### config.mk
export PLATFORM = sky130hd
export DESIGN_NAME = alu_op_sequencer
export DESIGN_NICKNAME = d
export VERILOG_FILES = /design/src/rtl/alu_op_sequencer.sv
export SDC_FILE = /design/constraint.sdc
export NUM_CORES = 1
export LEC_CHECK = 0
export CORE_AREA = 3 3 74 104
export DETAILED_ROUTE_END_ITERATION = 10
export DIE_AREA = 0 0 77 107
export PLACE_DENSITY = 0.79
export RECOVER_POWER = 50
export SETUP_SLACK_MARGIN = 0.02
export SYNTH_ARGS = -nofsm -noshare
export SYNTH_HDL_FRONTEND = slang
export SYNTH_SLANG_ARGS = --single-unit
### constraint.sdc
create_clock -name clk -period 4.62 [get_ports clk]
set_clock_uncertainty 0.15 [all_clocks]
set_input_delay 0.693 -clock clk [delete_from_list [all_inputs] [get_ports clk]]
set_output_delay 0.693 -clock clk [all_outputs]
set_load 0.01 [all_outputs]
### src/rtl/alu_op_sequencer.sv
// rtl/alu_op_sequencer.sv - multicycle control-word sequencer for the ripple-carry ALU
// Optional BEQ decode of opcode 0x04 is enabled by defining ALU_SEQ_BEQ_EN.
module alu_op_sequencer #(
   parameter int WIDTH         = 32,
   parameter int SETTLE_CYCLES = 2
) (
   input  logic             clk,
   input  logic             reset,
   input  logic             instr_valid,
   output logic             instr_ready,
   input  logic [5:0]       opcode,
   input  logic [5:0]       funct,
   input  logic [WIDTH-1:0] alu_result,
   output logic [2:0]       alu_op,
   output logic             b_negate,
   output logic             alu_cin,
   output logic             res_valid,
   input  logic             res_ready,
   output logic [WIDTH-1:0] res_data,
   output logic             res_zero,
   output logic             res_illegal
);

   typedef enum logic [1:0] {S_IDLE, S_DECODE, S_SETTLE, S_DONE} state_t;

   localparam logic [3:0] SETTLE_INIT = 4'(SETTLE_CYCLES - 1);

   state_t             state_q, state_d;
   logic [5:0]         opcode_q, funct_q;
   logic [2:0]         alu_op_q;
   logic               b_negate_q;
   logic [3:0]         cnt_q;
   logic [WIDTH-1:0]   res_data_q;
   logic               res_zero_q;
   logic               res_illegal_q;

   logic               dec_legal;
   logic [2:0]         dec_op;
   logic               dec_neg;

   always_comb begin
      dec_legal = 1'b1;
      dec_op    = 3'd0;
      dec_neg   = 1'b0;
      case (opcode_q)
         6'h00: begin
            case (funct_q)
               6'h24: dec_op = 3'd0;
               6'h25: dec_op = 3'd1;
               6'h20: dec_op = 3'd2;
               6'h22: begin dec_op = 3'd2; dec_neg = 1'b1; end
               6'h26: dec_op = 3'd4;
               6'h2A: begin dec_op = 3'd5; dec_neg = 1'b1; end
               default: dec_legal = 1'b0;
            endcase
         end
         6'h08: dec_op = 3'd3;
`ifdef ALU_SEQ_BEQ_EN
         6'h04: begin dec_op = 3'd2; dec_neg = 1'b1; end
`endif
         default: dec_legal = 1'b0;
      endcase
   end

   always_ff @(posedge clk or posedge reset) begin
      if (reset) state_q <= S_IDLE;
      else       state_q <= state_d;
   end

   always_comb begin
      state_d = state_q;
      case (state_q)
         S_IDLE:   if (instr_valid)     state_d = S_DECODE;
         S_DECODE: state_d = dec_legal ? S_SETTLE : S_DONE;
         S_SETTLE: if (cnt_q == 4'd0)   state_d = S_DONE;
         S_DONE:   if (res_ready)       state_d = S_IDLE;
         default:  state_d = S_IDLE;
      endcase
   end

   always_comb begin
      instr_ready = (state_q == S_IDLE);
      res_valid   = (state_q == S_DONE);
      alu_op      = alu_op_q;
      b_negate    = b_negate_q;
      alu_cin     = b_negate_q;
      res_data    = res_data_q;
      res_zero    = res_zero_q;
      res_illegal = res_illegal_q;
   end

   // Control word stays registered through SETTLE and DONE so the ripple chain sees no glitch.
   always_ff @(posedge clk or posedge reset) begin
      if (reset) begin
         opcode_q      <= 6'd0;
         funct_q       <= 6'd0;
         alu_op_q      <= 3'd0;
         b_negate_q    <= 1'b0;
         cnt_q         <= 4'd0;
         res_data_q    <= '0;
         res_zero_q    <= 1'b0;
         res_illegal_q <= 1'b0;
      end else begin
         case (state_q)
            S_IDLE: begin
               if (instr_valid) begin
                  opcode_q <= opcode;
                  funct_q  <= funct;
               end
            end
            S_DECODE: begin
               alu_op_q   <= dec_op;
               b_negate_q <= dec_neg;
               cnt_q      <= SETTLE_INIT;
               if (!dec_legal) begin
                  res_illegal_q <= 1'b1;
                  res_data_q    <= '0;
                  res_zero_q    <= 1'b0;
               end
            end
            S_SETTLE: begin
               if (cnt_q == 4'd0) begin
                  res_data_q    <= alu_result;
                  res_zero_q    <= (alu_result == '0);
                  res_illegal_q <= 1'b0;
               end else begin
                  cnt_q <= cnt_q - 4'd1;
               end
            end
            default: ;
         endcase
      end
   end

endmodule

After elaboration in Yosys (flattened, before gate mapping)

Cells that the tools add are included.

Register bits after elaboration: 56
Output and inout port bits: 41
Word-level logic and storage cells: 59

Add/sub/neg operators: 1
Eq/ne operators: 15
Muxes and demuxes: 22
Reduce and logical (&&, ||, !) cells: 12

Operators with widths:

| operator              | number |
|---|---|
| $mux W32              | 2 |
| $pmux W32 S2          | 1 |
| $eq A6 B6 Y1 const B  | 6 |
| $logic_not A32 Y1     | 1 |
| $pmux W3 S4           | 1 |
| $mux W1               | 8 |
| $ne A2 B2 Y1 const B  | 4 |
| $pmux W2 S4           | 1 |
| $pmux W4 S2           | 1 |
| $eq A6 B4 Y1 const B  | 1 |
| $logic_not A6 Y1      | 1 |
| $mux W2               | 3 |
| $pmux W1 S2           | 3 |
| $pmux W3 S2           | 1 |
| $reduce_and A3 Y1     | 2 |
| $reduce_or A6 Y1      | 1 |
| $eq A2 B2 Y1 const B  | 2 |
| $logic_not A4 Y1      | 1 |
| $mux W4               | 1 |
| $reduce_and A2 Y1     | 2 |
| $reduce_or A2 Y1      | 2 |
| $sub A4 B1 Y4 const B | 1 |
| $eq A2 B1 Y1 const B  | 1 |
| $logic_not A2 Y1      | 1 |
| 2 further kinds       | 2 |

Depth between registers and ports, before layout

Gate-level depths: netlist of the first run.

Depth in word-level cells: 6
Gate-level depth with buffers: 8

Worst setup path before layout of the first run

Ideal clock, no wire load.

Path type: register -> register
From: register state_q[0]
To: register res_zero_q, in the netlist res_zero
Arrival: 1.732 ns
Required time: 4.345 ns
Path slack: 2.613 ns
Cell stages (with the launch flop): 8
Period minus slack after synthesis: 2.007 ns
Cell sequence: dfrtp_1 -> inv_1 -> ha_1 -> buf_4 -> a21boi_1 -> a211o_1 -> buf_6 -> mux2_4

Longest elaborated chain between the ends: 3
Elaborated cells on any way between the ends: 7
Classes of those cells: eq/ne (4); mux (1); reduce/logical (2)

RTL lines:

| element                                                             | line | text |
|---|---|---|
| start, declared                                                     | 28   | `state_t state_q, state_d;` |
| start signal, assigned                                              | 67   | `else state_q <= state_d;` |
| $eq A2 B2 Y1 or $eq A2 B1 Y1 (tied branches)                        | 104  | `case (state_q)` |
| $ne A2 B2 Y1 (no source line) or $reduce_bool A2 Y1 (tied branches) | --   |  |
| $reduce_and A3 Y1 (no source line)                                  | --   |  |
| end signal, assigned                                                | 124  | `res_zero_q <= (alu_result == '0);` |
| end, declared                                                       | 34   | `logic res_zero_q;` |

Parallel ways exist; a longest one is shown, timed or not.
A chain may end at the register's enable or synchronous reset.

Worst setup path in the final report of the first run

Same ends and word-level chain as after synthesis.

==> flow_summary.yaml, run 1 <==
setup_path:
  crit_path_cell_trace: "inv_1 -> ha_1 -> buf_4 -> a21boi_1 -> a211o_2 -> mux2_4"
  end_kind: "flip-flop"
  cp_max_fo: 37
  worstSetupStartpointType: "flip-flop"
  critPathRequiredTime_ns: 4.68
  crit_type: "reg -> reg"
  arrival_ns: 3.02
  max_stage_delay_ns: 0.81
  cpLargestDelayFamily: "compound AO/OA/AOI/OAI gates"
  cp_num_buf_inv: 2
  cpMaxStageDelayCell: "a211o_2"
pwr:
  leakage_uw: 0.001661
  swShare: 0.3693
  power.internal_uw: 1197
  power_density_mw_per_mm2: 510.9
  p_comb_frac: 0.473
  p_clk_frac: 0.143
  p_seq_frac: 0.385
  ir_drop_v: 0.0002493
  p_total_uw: 1897
  p_sw_uw: 700.7
placement:
  hpwl_um: 4431
  placed_area_mm2: 0.003621
  port_buffers: 88
  finalWeightedCongestion: 0.8445
sta:
  max_freq_ghz: 0.3385
  layout_min_cycle_time_ns: 2.954
  rsz0062_at_grt: "false"
  post-route-period-util: 0.6395
  tns_ns: 0
  final_max_slew_viol_count: 0
  setup_viol_count_final: 0
  slew_headroom: 0.3778
  hold_viol: 0
  worst_slew_pin_slew_ns: 0.9333
hold_path:
  min_path_type: "reg -> reg"
outcome:
  run_status: "complete, no violations"
cts:
  cts_tree: "built"
  clock_sinks: 56
  post_cts_buffers: 0
  cts-root-buf: "clkbuf_8"
  hold_buffers: 0
  clk_pin_slew_ns: 0.11
  h-tree-depth: 2
  cts_buffer_depth: 2
  numCtsBuffers: 5
  clock_latency_ns: 0.31
  post_cts_resized: 0
floorplan:
  rows: 36
  initial_utilization: 0.3971
  die_area_mm2: 0.008239
  die_x_um: 77
  io_pins: 89
  die_h_um: 107
  coreArea_mm2: 0.006892
routing:
  postRouteAntennaNets: 0
  vias: 2044
  wl_per_cell_um: 13.29
  routed_wl_um: 5819
  dr.pass1.iters: 4
  avgViaCountPerCell: 4.667
  drc_errors: 0
  first_iter_violations: 80
logic_synthesis:
  ys_types: 36
  synth_seq_cells: 56
  yosys.area.top_type: "dfrtp_1"
  synthArstFlopShare: 1.000
  synth_ff_type: "dfrtp_1"
  ys_top_cells_by_area: "dfrtp_1 (51%), mux2i_1 (12%), inv_1 (6.0%)"
  synth-edff-count: 0
  synth_fp_nets: 310
  yosysSeqAreaShare: 0.5121
  syn_inst: 256
  syn_area_mm2: 0.002736
  yosysWarnings: 0
  yosysTopAreaCellShare: 0.5121
  syn_area_per_cell_um2: 10.69
flow_run:
  maxCapViolations: 0
finish:
  final_common_cell: "clkdlybuf4s50_1"
  num_antenna_cells: 0
  synthToLayoutAreaGrowth_pct: 35.71
  nNetsFinal: 396
  postLayoutCellArea_mm2: 0.003714
  drive_gt1_frac: 0.07580
  mostFrequentLayoutCells: "clkdlybuf4s50_1 (82), dfrtp_1 (56), inv_1 (43)"
  fin_util: 0.5389
global_routing:
  grt_pass1_wl_um: 9473
  grt_pass1_vias: 2036
  overflow: 0
  grt_max_degree: 57
  grt_usage: 0.1417
  antenna_found_initial: 0
## path summary, 6_finish.rpt
check,startpoint,to,slack [ns],cells past startpoint
min reg2reg,res_illegal,res_illegal,0.35,1
max in group asynchronous,reset,cnt_q[3],3.00,3
max reg2reg,state_q[0],res_zero,1.67,6
min in group asynchronous,reset,funct_q[2],0.85,3
max,state_q[0],res_zero,1.67,6
min,res_illegal,res_illegal,0.35,1
## area by class of cell
class / instances / area, um2
Fill cell: 601 / 3178
Sequential cell: 56 / 1401
Multi-Input combinational cell: 145 / 1040
Timing Repair Buffer: 90 / 895.9
Inverter: 44 / 165.2
Tap cell: 95 / 118.9
Clock buffer: 5 / 68.82
Clock inverter: 3 / 23.77
## through the flow
step	setup WS [ns]	hold slack [ns]	cells
after floorplan	2.406	0.3188	256
after global placement	1.769	0.3269	430
after detailed placement	1.653	0.3306	430
after CTS	1.648	0.3640	438
after global routing	1.469	0.3912	438
final	1.666	0.3522	438
## registers in the layout, indices dropped and copies added (netlist names)
name         count
state_q          2
res_illegal      1
funct_q          6
alu_op           3
res_zero         1
opcode_q         6
res_data        32
cnt_q            4
alu_cin          1
## Yosys cell counts, types with 4 or more instances
cell and instances:
nor4_1 6, mux2i_1 33, o22ai_1 5, nand2_1 39, dfrtp_1 56, a21oi_1 4
mux2_2 12, ha_1 6, nor2b_1 4, inv_1 44, nor3_1 5, nor2_1 8
## kinds of logic (layout without fill, tap and decap cells)
| kind of cell | after synthesis | after routing | synth area share |
|---|---|---|---|
| xor gates and xnor gates | 3 | 3 | 0.009604 |
| adders and majority gates | 6 | 6 | 0.02743 |
| muxes | 46 | 46 | 0.1756 |
| DFF | 56 | 56 | 0.5121 |
| buffers and inverters | 55 | 142 | 0.1084 |
| and+or+nand+nor | 72 | 72 | 0.1212 |
| AOI/OAI and AO/OA | 18 | 18 | 0.04573 |
## power groups by stage
stage	clock, uW	sequential (uW)	combinational (uW)
finish	271	730	897
global route	303	752	989
CTS	279	730	914
detailed placement	0	741	909
global placement	0	734	884
floorplan	0	746	730
## per-layer routing
layer  GRT usage  share of wire
met5           0              0
met4     0.02290         0.0069
met3     0.04874          0.071
met2      0.2587           0.52
met1      0.1621           0.41
Power figures use the tool's default switching activity.
==> run 2, diff against run 1 <==
--- a/config.mk
+++ b/config.mk
@@ -8,7 +8,7 @@
 export CORE_AREA = 3 3 74 104
 export DETAILED_ROUTE_END_ITERATION = 10
 export DIE_AREA = 0 0 77 107
-export PLACE_DENSITY = 0.79
+export PLACE_DENSITY = 0.82
 export RECOVER_POWER = 50
 export SETUP_SLACK_MARGIN = 0.02
 export SYNTH_ARGS = -nofsm -noshare
==> constraint.sdc (replaced) <==
create_clock -name clk -period 2.7 [get_ports clk]
set_clock_uncertainty 0.15 [all_clocks]
set_input_delay 0.405 -clock clk [delete_from_list [all_inputs] [get_ports clk]]
set_output_delay 0.405 -clock clk [all_outputs]
set_load 0.01 [all_outputs]
==> flow_summary.yaml, run 2 (synthesized netlist as in run 1, its figures left out) <==
sta:
  layout_min_cycle_time_ns: 2.296
  post-route-period-util: 0.8504
  worst_slew_pin_slew_ns: 0.9878
  hold_viol: 0
  slew_headroom: 0.3408
  rsz0062_at_grt: "false"
  max_freq_ghz: 0.4355
  tns_ns: 0
  setup_viol_count_final: 0
  final_max_slew_viol_count: 0
finish:
  final_common_cell: "clkdlybuf4s50_1"
  synthToLayoutAreaGrowth_pct: 36.90
  largest_reg_flops: 32
  drive_gt1_frac: 0.08069
  fillerInstances: 633
  fin_util: 0.5436
  mostFrequentLayoutCells: "clkdlybuf4s50_1 (75), dfrtp_1 (56), inv_1 (44)"
  nNetsFinal: 400
  num_antenna_cells: 0
floorplan:
  initial_utilization: 0.3971
  die_area_mm2: 0.008239
  coreArea_mm2: 0.006892
  die_x_um: 77
  rows: 36
  die_h_um: 107
  io_pins: 89
setup_path:
  arrival_ns: 2.40
  critPathRequiredTime_ns: 2.81
  crit_type: "reg -> reg"
  max_stage_delay_ns: 0.52
  crit_path_cell_trace: "inv_1 -> ha_1 -> clkbuf_1 -> nor4b_1 -> nand4_1 -> nor3_1 -> mux2_4"
  worstSetupStartpointType: "flip-flop"
  cpMaxStageDelayCell: "clkbuf_1"
  cp_max_fo: 16
  end_kind: "flip-flop"
outcome:
  run_status: "complete, no violations"
cts:
  cts_tree: "built"
  cts-root-buf: "clkbuf_8"
  cts_buffer_depth: 2
  hold_buffers: 0
  h-tree-depth: 2
  clock_sinks: 56
  post_cts_resized: 0
  numCtsBuffers: 5
  clk_pin_slew_ns: 0.11
  post_cts_buffers: 0
  clock_latency_ns: 0.30
pwr:
  swShare: 0.3688
  ir_drop_v: 0.0005091
  p_clk_frac: 0.138
  p_total_uw: 3300
  power.internal_uw: 2083
  leakage_uw: 0.001705
  p_comb_frac: 0.483
  power_density_mw_per_mm2: 881.0
  p_seq_frac: 0.378
  p_sw_uw: 1217
global_routing:
  grt_max_degree: 32
  antenna_found_initial: 0
  overflow: 0
  grt_usage: 0.1504
  grt_pass1_wl_um: 9901
  grt_pass1_vias: 2166
routing:
  wl_per_cell_um: 13.57
  routed_wl_um: 5996
  drc_errors: 0
  postRouteAntennaNets: 0
  vias: 2076
  avgViaCountPerCell: 4.697
  first_iter_violations: 58
  dr.pass1.iters: 4
hold_path:
  min_path_type: "reg -> reg"
placement:
  finalWeightedCongestion: 0.8115
  hpwl_um: 4700
  port_buffers: 88
flow_run:
  maxCapViolations: 0
-- run 2: through the flow --
stage / cell area, um2 / setup slack (ns) / std cells / hold slack [ns]
finish: 3746 / 0.4039 / 442 / 0.3657
global route: 3746 / 0.1865 / 442 / 0.3930
CTS: 3769 / 0.4436 / 442 / 0.3255
detailed placement: 3676 / 0.4289 / 434 / 0.3459
global placement: 3676 / 0.5435 / 434 / 0.3300
floorplan: 2736 / 0.6926 / 256 / 0.3188
-- run 2: final cells by class --
| class | count | area [um2] | share of cell area |
|---|---|---|---|
| Clock buffer | 5 | 68.82 | 0.01837 |
| Clock inverter | 3 | 23.77 | 0.006346 |
| Inverter | 44 | 165.2 | 0.04409 |
| Multi-Input combinational cell | 145 | 1040 | 0.2776 |
| Sequential cell | 56 | 1401 | 0.3741 |
| Tap cell | 95 | 118.9 | 0.03173 |
| Timing Repair Buffer | 94 | 928.4 | 0.2478 |
-- run 2: worst max-delay path: cells and delay by family, from the launching register on --
family,cells,cell delay [ns]
multiplexers,1,0.16
AND/OR/NAND/NOR,3,0.65
adder cells (fa/ha/maj),1,0.22
buffers and inverters,2,0.62
flip-flops,1,0.44
-- run 2: routing by layer --
metal	GRT usage	up-vias	routed length, um
met5	0	-	0
li1	-	1008	-
met3	0.05210	14	410
met1	0.1656	988	2300
met4	0.05344	0	132
met2	0.2675	66	3152
-- run 2: path summary, 6_finish.rpt --
kind                            slack (ns)  cells after the start  startpoint           end
worst max-delay path                  0.40                      7  state_q[0]      res_zero
worst min-delay path                  0.37                      1  funct_q[5]    funct_q[5]
worst max register to register        0.40                      7  state_q[0]      res_zero
worst min register to register        0.37                      1  funct_q[5]    funct_q[5]
max in group asynchronous             0.47                      3       reset  res_data[24]
min in group asynchronous             0.61                      2       reset       alu_cin
-- run 2: power by group through the flow --
stage / clock network [uW] / registers (uW) / logic [uW]
global route: 507 / 1280 / 1770
global placement: 0 / 1260 / 1600
detailed placement: 0 / 1270 / 1640
CTS: 477 / 1250 / 1650
floorplan: 0 / 1280 / 1250
finish: 457 / 1250 / 1600
==> run 3, diff against run 2 <==
--- a/config.mk
+++ b/config.mk
@@ -8,7 +8,7 @@
 export CORE_AREA = 3 3 74 104
 export DETAILED_ROUTE_END_ITERATION = 10
 export DIE_AREA = 0 0 77 107
-export PLACE_DENSITY = 0.82
+export PLACE_DENSITY = 0.81
 export RECOVER_POWER = 50
 export SETUP_SLACK_MARGIN = 0.02
 export SYNTH_ARGS = -nofsm -noshare
==> constraint.sdc (replaced) <==
create_clock -name clk -period 2.4 [get_ports clk]
set_clock_uncertainty 0.15 [all_clocks]
set_input_delay 0.36 -clock clk [delete_from_list [all_inputs] [get_ports clk]]
set_output_delay 0.36 -clock clk [all_outputs]
set_load 0.01 [all_outputs]
==> flow_summary.yaml, run 3 (synthesized netlist as in run 1, its figures left out) <==
routing:
  wl_per_cell_um: 13.70
  drc_errors: 0
  wl_met3_um: 421
  avgViaCountPerCell: 4.725
  routed_wl_um: 6069
  vias: 2093
  first_iter_violations: 40
  drt-met1-wl_um: 2296
  postRouteAntennaNets: 0
  dr_wl_met2_um: 3235
  highest_layer: "met4"
  dr.pass1.iters: 4
setup_path:
  cp_max_fo: 22
  critPathRequiredTime_ns: 2.48
  crit_type: "reg -> reg"
  r2r_start: "funct_q[2]"
  rrSetupSlack_ns: 0.22
  cpLargestDelayFamily: "compound AO/OA/AOI/OAI gates"
  crit_path_cell_trace: "or2b_1 -> a21o_2 -> a21oi_2 -> a211o_2 -> buf_12 -> mux2i_1"
  cp_num_buf_inv: 1
  worstSetupStartpointType: "flip-flop"
  ff2ff_path_depth: 6
  rr_endpoint: "res_data[22]"
  arrival_ns: 2.26
  max_stage_delay_ns: 0.46
  end_kind: "flip-flop"
  cpMaxStageDelayCell: "dfrtp_1"
finish:
  final_common_cell: "clkdlybuf4s50_1"
  final_cells: 443
  num_antenna_cells: 0
  nNetsFinal: 401
  drive_gt1_frac: 0.08333
  synthToLayoutAreaGrowth_pct: 36.99
  largest_reg_flops: 32
  mostFrequentLayoutCells: "clkdlybuf4s50_1 (72), dfrtp_1 (56), inv_1 (44)"
  postLayoutCellArea_mm2: 0.003749
cts:
  post_cts_resized: 0
  cts_tree: "built"
  post_cts_buffers: 0
  cts_buffer_depth: 2
  clk_pin_slew_ns: 0.09
  numCtsBuffers: 5
  clock_sinks: 56
  hold_buffers: 0
  clock_latency_ns: 0.31
  cts-root-buf: "clkbuf_8"
  h-tree-depth: 2
sta:
  setup_ws_ns: 0.2207
  setup_viol_count_final: 0
  tns_ns: 0
  rsz0062_at_grt: "false"
  max_freq_ghz: 0.4589
  hold_viol: 0
  layout_min_cycle_time_ns: 2.179
  worst_slew_pin_slew_ns: 0.8251
  final_max_slew_viol_count: 0
  slew_headroom: 0.4499
  post-route-period-util: 0.9080
placement:
  finalWeightedCongestion: 0.8331
  hpwl_um: 4769
  dp.cells: 435
  placed_area_mm2: 0.003684
  place_ws_ns: 0.2107
  port_buffers: 88
pwr:
  power.internal_uw: 2342
  p_comb_frac: 0.484
  ir_drop_v: 0.0006002
  power_density_mw_per_mm2: 988.3
  p_seq_frac: 0.379
  p_sw_uw: 1362
  p_clk_frac: 0.137
  swShare: 0.3677
  leakage_uw: 0.001728
outcome:
  run_status: "complete, no violations"
floorplan:
  die_area_mm2: 0.008239
  io_pins: 89
  die_h_um: 107
  coreArea_mm2: 0.006892
  initial_utilization: 0.3971
  die_x_um: 77
  rows: 36
hold_path:
  min_path_type: "reg -> reg"
  min_from: "res_illegal"
  hold-path-cell-count: 1
  whs_endpoint: "res_illegal"
global_routing:
  grt_pass1_vias: 2170
  grt_pass1_wl_um: 10050
  grt_usage: 0.1534
  antenna_found_initial: 0
  grt_max_degree: 31
  overflow: 0
flow_run:
  maxCapViolations: 0
-- run 3: cell count changes in the layout (fill, tap and decap cells not counted) --
cell and change:
clkinv_2 +2, dlygate4sd3_1 +3, buf_4 +1, clkdlybuf4s50_1 -3, a21boi_1 +1, a21boi_0 -1
clkinvlp_4 -2
-- run 3: how the worst max path moves through the flow --
stage	endpoint	slack, ns	cells past startpoint	startpoint
after floorplan	res_zero	0.39	7	state_q[0]
after CTS	res_data[22]	0.19	6	funct_q[2]
after detailed placement	res_data[22]	0.21	6	funct_q[2]
after global placement	res_data[19]	0.31	6	funct_q[2]
final	res_data[22]	0.22	6	funct_q[2]
after global routing	res_data[19]	0.07	6	funct_q[2]
-- run 3: power groups by stage --
stage	Clock, uW	Combinational (uW)	Sequential (uW)
after floorplan	0	1400	1440
after global placement	0	1800	1410
after detailed placement	0	1850	1430
after CTS	529	1850	1410
after global routing	563	1980	1440
final	509	1790	1400
-- run 3: final cells by class --
cell class	count	area (um2)
clock buffers	5	68.82
repair buffers	95	935.9
flip-flops and latches	56	1401
clock inverters	3	18.77
inverters	44	165.2
multi-input cells	145	1040
fillers	597	3143
well taps	95	118.9
-- run 3: per-stage QoR --
step	power (uW)	hold slack [ns]	utilization
floorplan	2841	0.3188	-
global placement	3210	0.3236	0.5345
detailed placement	3276	0.3233	0.5345
CTS	3790	0.1985	0.5472
global route	3983	0.3788	0.5439
finish	3705	0.3498	0.5439
-- run 3: layer usage --
layer  vias to the layer above  GRT usage
met5                         -          0
met4                         0    0.05471
met3                        10    0.04706
met2                        63     0.2781
met1                      1011     0.1683
li1                       1009          -
